## src/rtl/mac_send.sv

```systemverilog
// Ethernet MAC transmit framer: payload -> optional zero pad -> 4-byte reflected CRC-32 FCS.
// Define MAC_SEND_PAD_EN to pad short frames to 60 bytes before the FCS.
`timescale 1ns/1ps
module mac_send (
  input  logic        clock,
  input  logic        reset,
  input  logic [7:0]  in_data,
  input  logic        in_valid,
  input  logic        in_last,
  output logic        in_ready,
  input  logic        phy_active,
  output logic [7:0]  tx_data,
  output logic        tx_enable,
  output logic        underrun,
  output logic [15:0] frame_count
);
`ifdef MAC_SEND_PAD_EN
  typedef enum logic [1:0] {IDLE, PAYLOAD, PAD, FCS} state_t;
`else
  typedef enum logic [1:0] {IDLE, PAYLOAD, FCS} state_t;
`endif

  state_t      state, n_state, last_state;
  logic [10:0] count, n_count, count_inc;
  logic [31:0] crc, n_crc;
  logic [1:0]  fcs_idx, n_idx;
  logic        aborted, n_abort;
  logic [7:0]  n_data, fcs_byte;
  logic        n_en, n_under, ready_c;
  logic [15:0] n_fc;

  function automatic logic [31:0] crc_byte(input logic [31:0] c, input logic [7:0] d);
    logic [31:0] r;
    r = c ^ {24'h0, d};
    for (int b = 0; b < 8; b++)
      r = r[0] ? ((r >> 1) ^ 32'hEDB88320) : (r >> 1);
    return r;
  endfunction

  assign count_inc = (count == 11'h7FF) ? count : count + 11'd1;
  assign fcs_byte  = crc[{fcs_idx, 3'b000} +: 8];
  // Held off during reset even though the FSM already sits in IDLE.
  assign in_ready  = ready_c & ~reset;

  always_comb begin
    n_state    = state;
    n_count    = count;
    n_crc      = crc;
    n_idx      = fcs_idx;
    n_abort    = aborted;
    n_data     = 8'h00;
    n_en       = 1'b0;
    n_under    = 1'b0;
    n_fc       = frame_count;
    ready_c    = 1'b0;
    last_state = FCS;
`ifdef MAC_SEND_PAD_EN
    if (((state == IDLE) ? 11'd1 : count_inc) < 11'd60) last_state = PAD;
`endif
    case (state)
      IDLE: begin
        ready_c = ~phy_active & ~tx_enable;
        if (in_valid && ready_c) begin
          n_state = in_last ? last_state : PAYLOAD;
          n_count = 11'd1;
          n_crc   = crc_byte(32'hFFFFFFFF, in_data);
          n_data  = in_data;
          n_en    = 1'b1;
          n_abort = 1'b0;
          n_idx   = 2'd0;
        end
      end
      PAYLOAD: begin
        ready_c = 1'b1;
        n_en    = 1'b1;
        if (in_valid) begin
          n_data  = in_data;
          n_count = count_inc;
          n_crc   = crc_byte(crc, in_data);
          n_idx   = 2'd0;
          if (in_last) n_state = last_state;
        end else begin
          // Starved: the first bad-FCS byte goes out now so tx_enable never gaps.
          n_under = 1'b1;
          n_abort = 1'b1;
          n_data  = crc[7:0];
          n_idx   = 2'd1;
          n_state = FCS;
        end
      end
`ifdef MAC_SEND_PAD_EN
      PAD: begin
        n_en    = 1'b1;
        n_count = count_inc;
        n_crc   = crc_byte(crc, 8'h00);
        n_idx   = 2'd0;
        if (count_inc == 11'd60) n_state = FCS;
      end
`endif
      FCS: begin
        n_en   = 1'b1;
        n_data = aborted ? fcs_byte : ~fcs_byte;
        n_idx  = fcs_idx + 2'd1;
        if (fcs_idx == 2'd3) begin
          n_state = IDLE;
          if (!aborted) n_fc = frame_count + 16'd1;
        end
      end
      default: n_state = IDLE;
    endcase
  end

  always_ff @(posedge clock or posedge reset) begin
    if (reset) state <= IDLE;
    else       state <= n_state;
  end

  always_ff @(posedge clock or posedge reset) begin
    if (reset) begin
      count       <= 11'd0;
      crc         <= 32'hFFFFFFFF;
      fcs_idx     <= 2'd0;
      aborted     <= 1'b0;
      tx_data     <= 8'h00;
      tx_enable   <= 1'b0;
      underrun    <= 1'b0;
      frame_count <= 16'd0;
    end else begin
      count       <= n_count;
      crc         <= n_crc;
      fcs_idx     <= n_idx;
      aborted     <= n_abort;
      tx_data     <= n_data;
      tx_enable   <= n_en;
      underrun    <= n_under;
      frame_count <= n_fc;
    end
  end
endmodule

```

## config.mk

```make
export PLATFORM = sky130hd
export DESIGN_NAME = mac_send
export DESIGN_NICKNAME = d
export VERILOG_FILES = /design/src/rtl/mac_send.sv
export SDC_FILE = /design/constraint.sdc
export NUM_CORES = 1
export LEC_CHECK = 0
export CORE_MARGIN = 2
export CORE_UTILIZATION = 40
export CTS_BUF_LIST = sky130_fd_sc_hd__clkbuf_8
export DETAILED_ROUTE_END_ITERATION = 7
export PLACE_DENSITY = 0.65
export SLEW_MARGIN = 20
export SYNTH_ARGS = -nofsm -noshare
export SYNTH_HDL_FRONTEND = slang
export SYNTH_SLANG_ARGS = --single-unit
```

## constraint.sdc

```tcl
create_clock -name clock -period 2.16 [get_ports clock]
set_input_delay 0.648 -clock clock [delete_from_list [all_inputs] [get_ports clock]]
set_output_delay 0.648 -clock clock [all_outputs]
set_load 0.02 [all_outputs]
```

### Word level (Yosys, flattened, before mapping)

Cells that the tools add are included.

| word-level totals | value |
|---|---|
| register bits after elaboration | 63 |
| input port bits | 13 |
| word-level logic and storage cells | 94 |

| operators by class | value |
|---|---|
| add/sub/neg operators | 2 |
| equal/unequal tests | 8 |
| shift operators | 1 |
| muxes and demuxes | 40 |
| bitwise logic cells | 25 |
| reductions and logical operators | 10 |

Operator list:

| cell | count |
|---|---|
| 2-to-1 mux 32 bit | 18 |
| NOT 13 -> 14 bit | 16 |
| one-hot mux 32 bit (2 select lines) | 1 |
| NOT 8 -> 32 bit | 1 |
| indexed part select 32 x 6 -> 8 bit | 1 |
| XOR 32 x 8 -> 32 bit | 1 |
| 2-to-1 mux 8 bit | 3 |
| one-hot mux 8 bit (3 select lines) | 1 |
| adder 16 x 1 -> 16 bit, second input constant | 1 |
| 2-to-1 mux 2 bit | 6 |
| one-hot mux 2 bit (3 select lines) | 2 |
| AND reduction 3 bit | 4 |
| inequality test 2 bit, second input constant | 4 |
| NOT 8 bit | 1 |
| 2-to-1 mux 1 bit | 6 |
| one-hot mux 1 bit (2 select lines) | 3 |
| equality test 2 bit, second input constant | 2 |
| NOT 1 bit | 4 |
| inequality test 3 bit, second input constant | 1 |
| nonzero test 3 bit | 1 |
| adder 2 x 1 -> 2 bit, second input constant | 1 |
| bitwise AND 1 bit | 2 |
| equality test 2 x 1 -> 1 bit, second input constant | 1 |
| logical NOT 2 bit | 1 |
| 4 further kinds | 4 |

### Logic depth before layout (Yosys ltp)

| depth | value |
|---|---|
| word-level depth | 19 |
| gate-level depth with buffers | 8 |

### Worst setup path after synthesis

Ideal clock, no wire load.

| timing | value |
|---|---|
| path kind | input to register |
| start point | input in_data[7] |
| end point | register crc[24] |
| arrival time | 2.191 ns |
| required time | 2.069 ns |
| setup slack | -0.122 ns |
| stages on the path | 6 |
| buffers on the path | 1 |
| path through | buf_4 > xnor2_1 > xnor3_1 > xnor3_1 > and2_1 > o31ai_1 |

| on the way | value |
|---|---|
| longest elaborated chain between the ends | 12 |

Ends and longest elaborated chain:

| element | line | source |
|---|---|---|
| start, declared | 7 | `input logic [7:0] in_data,` |
| XOR 32 x 8 -> 32 bit or NOT 8 -> 32 bit (tied branches) | n/a |  |
| 2-to-1 mux 32 bit | 36 | `r = r[0] ? ((r >> 1) ^ 32'hEDB88320) : (r >> 1);` |
| NOT 13 -> 14 bit (no line) | n/a |  |
| 2-to-1 mux 32 bit (7 in a row) | 36 |  |
| 2-to-1 mux 32 bit, on equally long branches | 76, 63 |  |
| one-hot mux 32 bit (2 select lines) * | 60 | `case (state)` |
| end signal, assigned | 130 | `crc <= n_crc;` |
| end, declared | 25 | `logic [31:0] crc, n_crc;` |

Every way passes the cells marked *; elsewhere a longest branch is shown, timed or not. The select of a mux whose other input is x is not followed.
A chain may end at the register's enable or synchronous reset.

### Worst setup path in the final report

| timing | value |
|---|---|
| start point | register state[0] |
| end point | output in_ready |

| on the way | value |
|---|---|
| longest elaborated chain between the ends | 3 |

Ends and longest elaborated chain:

| element | line | source |
|---|---|---|
| start, declared | 23 | `state_t state, n_state, last_state;` |
| start signal, assigned | 115 | `else state <= n_state;` |
| equality test 2 x 1 -> 1 bit or logical NOT 2 bit (tied branches) | n/a |  |
| one-hot mux 1 bit (2 select lines) * | 60 |  |
| bitwise AND 1 bit * | 43 | `assign in_ready = ready_c & ~reset;` |
| end, declared | 10 | `output logic in_ready,` |

Every way passes the cells marked *; elsewhere a longest branch is shown, timed or not.

==> qor.yml <==
sta:
  fin_crit_ps: 2110
  timing.slew.headroom: 0.501
  finalCritPeriodShare: 0.978
  rsz0062_at_grt: "yes"
  setup_viol: 0
  hold_ws_ps: 487
  setup_tns_ps: 0
  fmax_mhz: 473
  skew_ps: 9.45
  fin_ws_ps: 46.5
  slew_violations: 0
  finalHoldViolCount: 0
  tightest_slew_ps: 743
clocking:
  clock_latency_ps: 360
  htreeDepth: 3
  hold_buffers: 0
  clk_path_buf_depth: 2
  numCtsBuffers: 9
  clk_pin_slew_ps: 80
  cts_tree: "done"
  cts_num_sinks: 63
  cts-root-buf: "clkbuf_8"
worst_setup_path:
  r2r_start: "crc[1]"
  critPathLaunch: "state[0]"
  cp-start-kind: "flop"
  cp_max_fo: 2
  arrival_ps: 1470
  crit_required_ps: 1510
  end_kind: "output pin"
  worstSetupPathType: "flop to output pin"
power:
  irDropWorstVdd_mv: 0.784
  design_power_total_mw: 9.77
  power_density_mw_per_mm2: 1570
  leakagePower_nw: 2.74
placement:
  place_area_mm2: 0.00576
  hpwl_um: 8600
  gp_congestion: 0.847
  dp_slack_ps: -610
  post-place-cells: 670
  portBuffers: 39
routing:
  first_pass_iters: 6
  num_vias: 3507
  drtIter0Drc: 279
  wl_um: 11900
  via_per_inst: 5.01
  wl_per_cell_um: 17.0
  ant_nets: 0
  drc_errors: 0
floorplanning:
  num_rows: 39
  die_h_um: 113
  fp.dieW_um: 113
  die_area_mm2: 0.0127
  start_util: 0.412
  coreArea_mm2: 0.0115
  io_pins: 40
synthesis:
  avgSynthCellArea_um2: 10.6
  synth_top_area_frac: 0.178
  synth_seq_cells: 63
  yosysTopAreaCell: "dfstp_2"
  syn_area_mm2: 0.00472
  synth_edf_count: 0
  synthMostInstantiatedCell: "xnor2_1"
  yosysUniqueCellTypes: 45
  synthArstFlopShare: 1.00
  syn_nets: 463
  postSynthCellCount: 444
  synth_top_cells_by_count: "78 x xnor2_1, 58 x nand2_1, 37 x xor2_1"
  ys_seq_area_frac: 0.342
  yosysWarnings: 0
  synth_ff_type: "dfstp_2"
  synthTopCellsByArea: "dfstp_2 18%, dfrtp_1 16%, xnor2_1 14%"
global_route:
  grt_util_all_layers: 0.196
  grt-ovfl-total: 0
  grt_pass1_vias: 3571
  grt_max_degree: 64
  antenna_found_initial: 0
  grt_pass1_wl_um: 19400
min_path:
  worstHoldStart: "frame_count[15]"
  hp-class: "flop to flop"
layout:
  design_area_mm2: 0.00620
  utilization: 0.541
  antenna_cells: 0
  stdcell_count: 700
  layout-drive-gt1-share: 0.327
  nets: 571
  syn2layout_area_growth_pct: 31.3
outcome:
  status: "finished clean"
flow_run:
  max_cap_violations: 0
==> flip-flops by register name, indices dropped and copies added, names as in the netlist <==
name / cells
aborted: 1
crc: 32
fcs_idx: 2
frame_count: 16
state: 2
tx_data: 8
tx_enable: 1
underrun: 1
==> worst max-delay path, cell delays in order (launching register included) <==
cell	delay, ps
dfrtp_1	400
inv_2	80
ha_4	140
nor3b_4	190
nor2_2	70
nor2_1	80
buf_4	140
==> worst paths after layout <==
kind / slack (ps) / cells after the start / endpoint
max: 50 / 6 / in_ready
min: 490 / 1 / frame_count[15]
max reg2reg: 100 / 5 / crc[24]
min reg2reg: 490 / 1 / frame_count[15]
max in group asynchronous: 1000 / 4 / crc[22]
min in group asynchronous: 840 / 4 / frame_count[10]
==> layer usage <==
layer	up-vias	track usage	routed length, um
li1	1693	-	-
met1	1700	0.273	5370
met2	98	0.313	5810
met3	16	0.0405	574
met4	0	0.0545	162
met5	-	0	0
==> layout by cell type (no fill, tap or decap), drive strengths merged, types with 7 or more instances in the layout <==
cell type / instances
nand3: 7
xnor2: 85
dfrtp: 31
buf: 93
mux4: 8
xor2: 42
clkdlybuf4s50: 28
o21ai: 35
nand2: 58
a222oi: 8
inv: 9
a21oi: 7
clkbuf: 9
dfstp: 32
xnor3: 14
nor2: 27
==> cell type report <==
type / count / area, um^2
Fill cell: 1015 / 5270
Multi-Input combinational cell: 340 / 3020
Sequential cell: 63 / 1620
Timing Repair Buffer: 131 / 1150
Tap cell: 143 / 179
Clock buffer: 9 / 124
Clock inverter: 7 / 77.6
Inverter: 7 / 30.0
==> logic make-up after synthesis <==
| family | Yosys count | share of synthesized area |
|---|---|---|
| xor+xnor | 147 | 0.364 |
| simple gates | 111 | 0.101 |
| flops | 63 | 0.342 |
| compound gates | 62 | 0.0810 |
| buf+inv | 41 | 0.0455 |
| mux | 14 | 0.0508 |
| fa+ha+maj | 6 | 0.0159 |
==> what timing repair did <==
item | in CTS | in global routing
buffers inserted | 7 | 8
resized for setup | 21 | 17
endpoints found under the setup margin | 18 | 22
pin swaps | 5 | 8
gates cloned | 0 | 0
==> report_power, final <==
group | internal, mW | total (mW) | switching, mW | leakage (nW)
clock network | 0.545 | 1.08 | 0.536 | 0.101
logic | 3.72 | 6.36 | 2.64 | 1.89
registers | 1.80 | 2.33 | 0.527 | 0.752
total | 6.06 | 9.77 | 3.71 | 2.74
No activity file was read; power rests on OpenSTA's default activity.
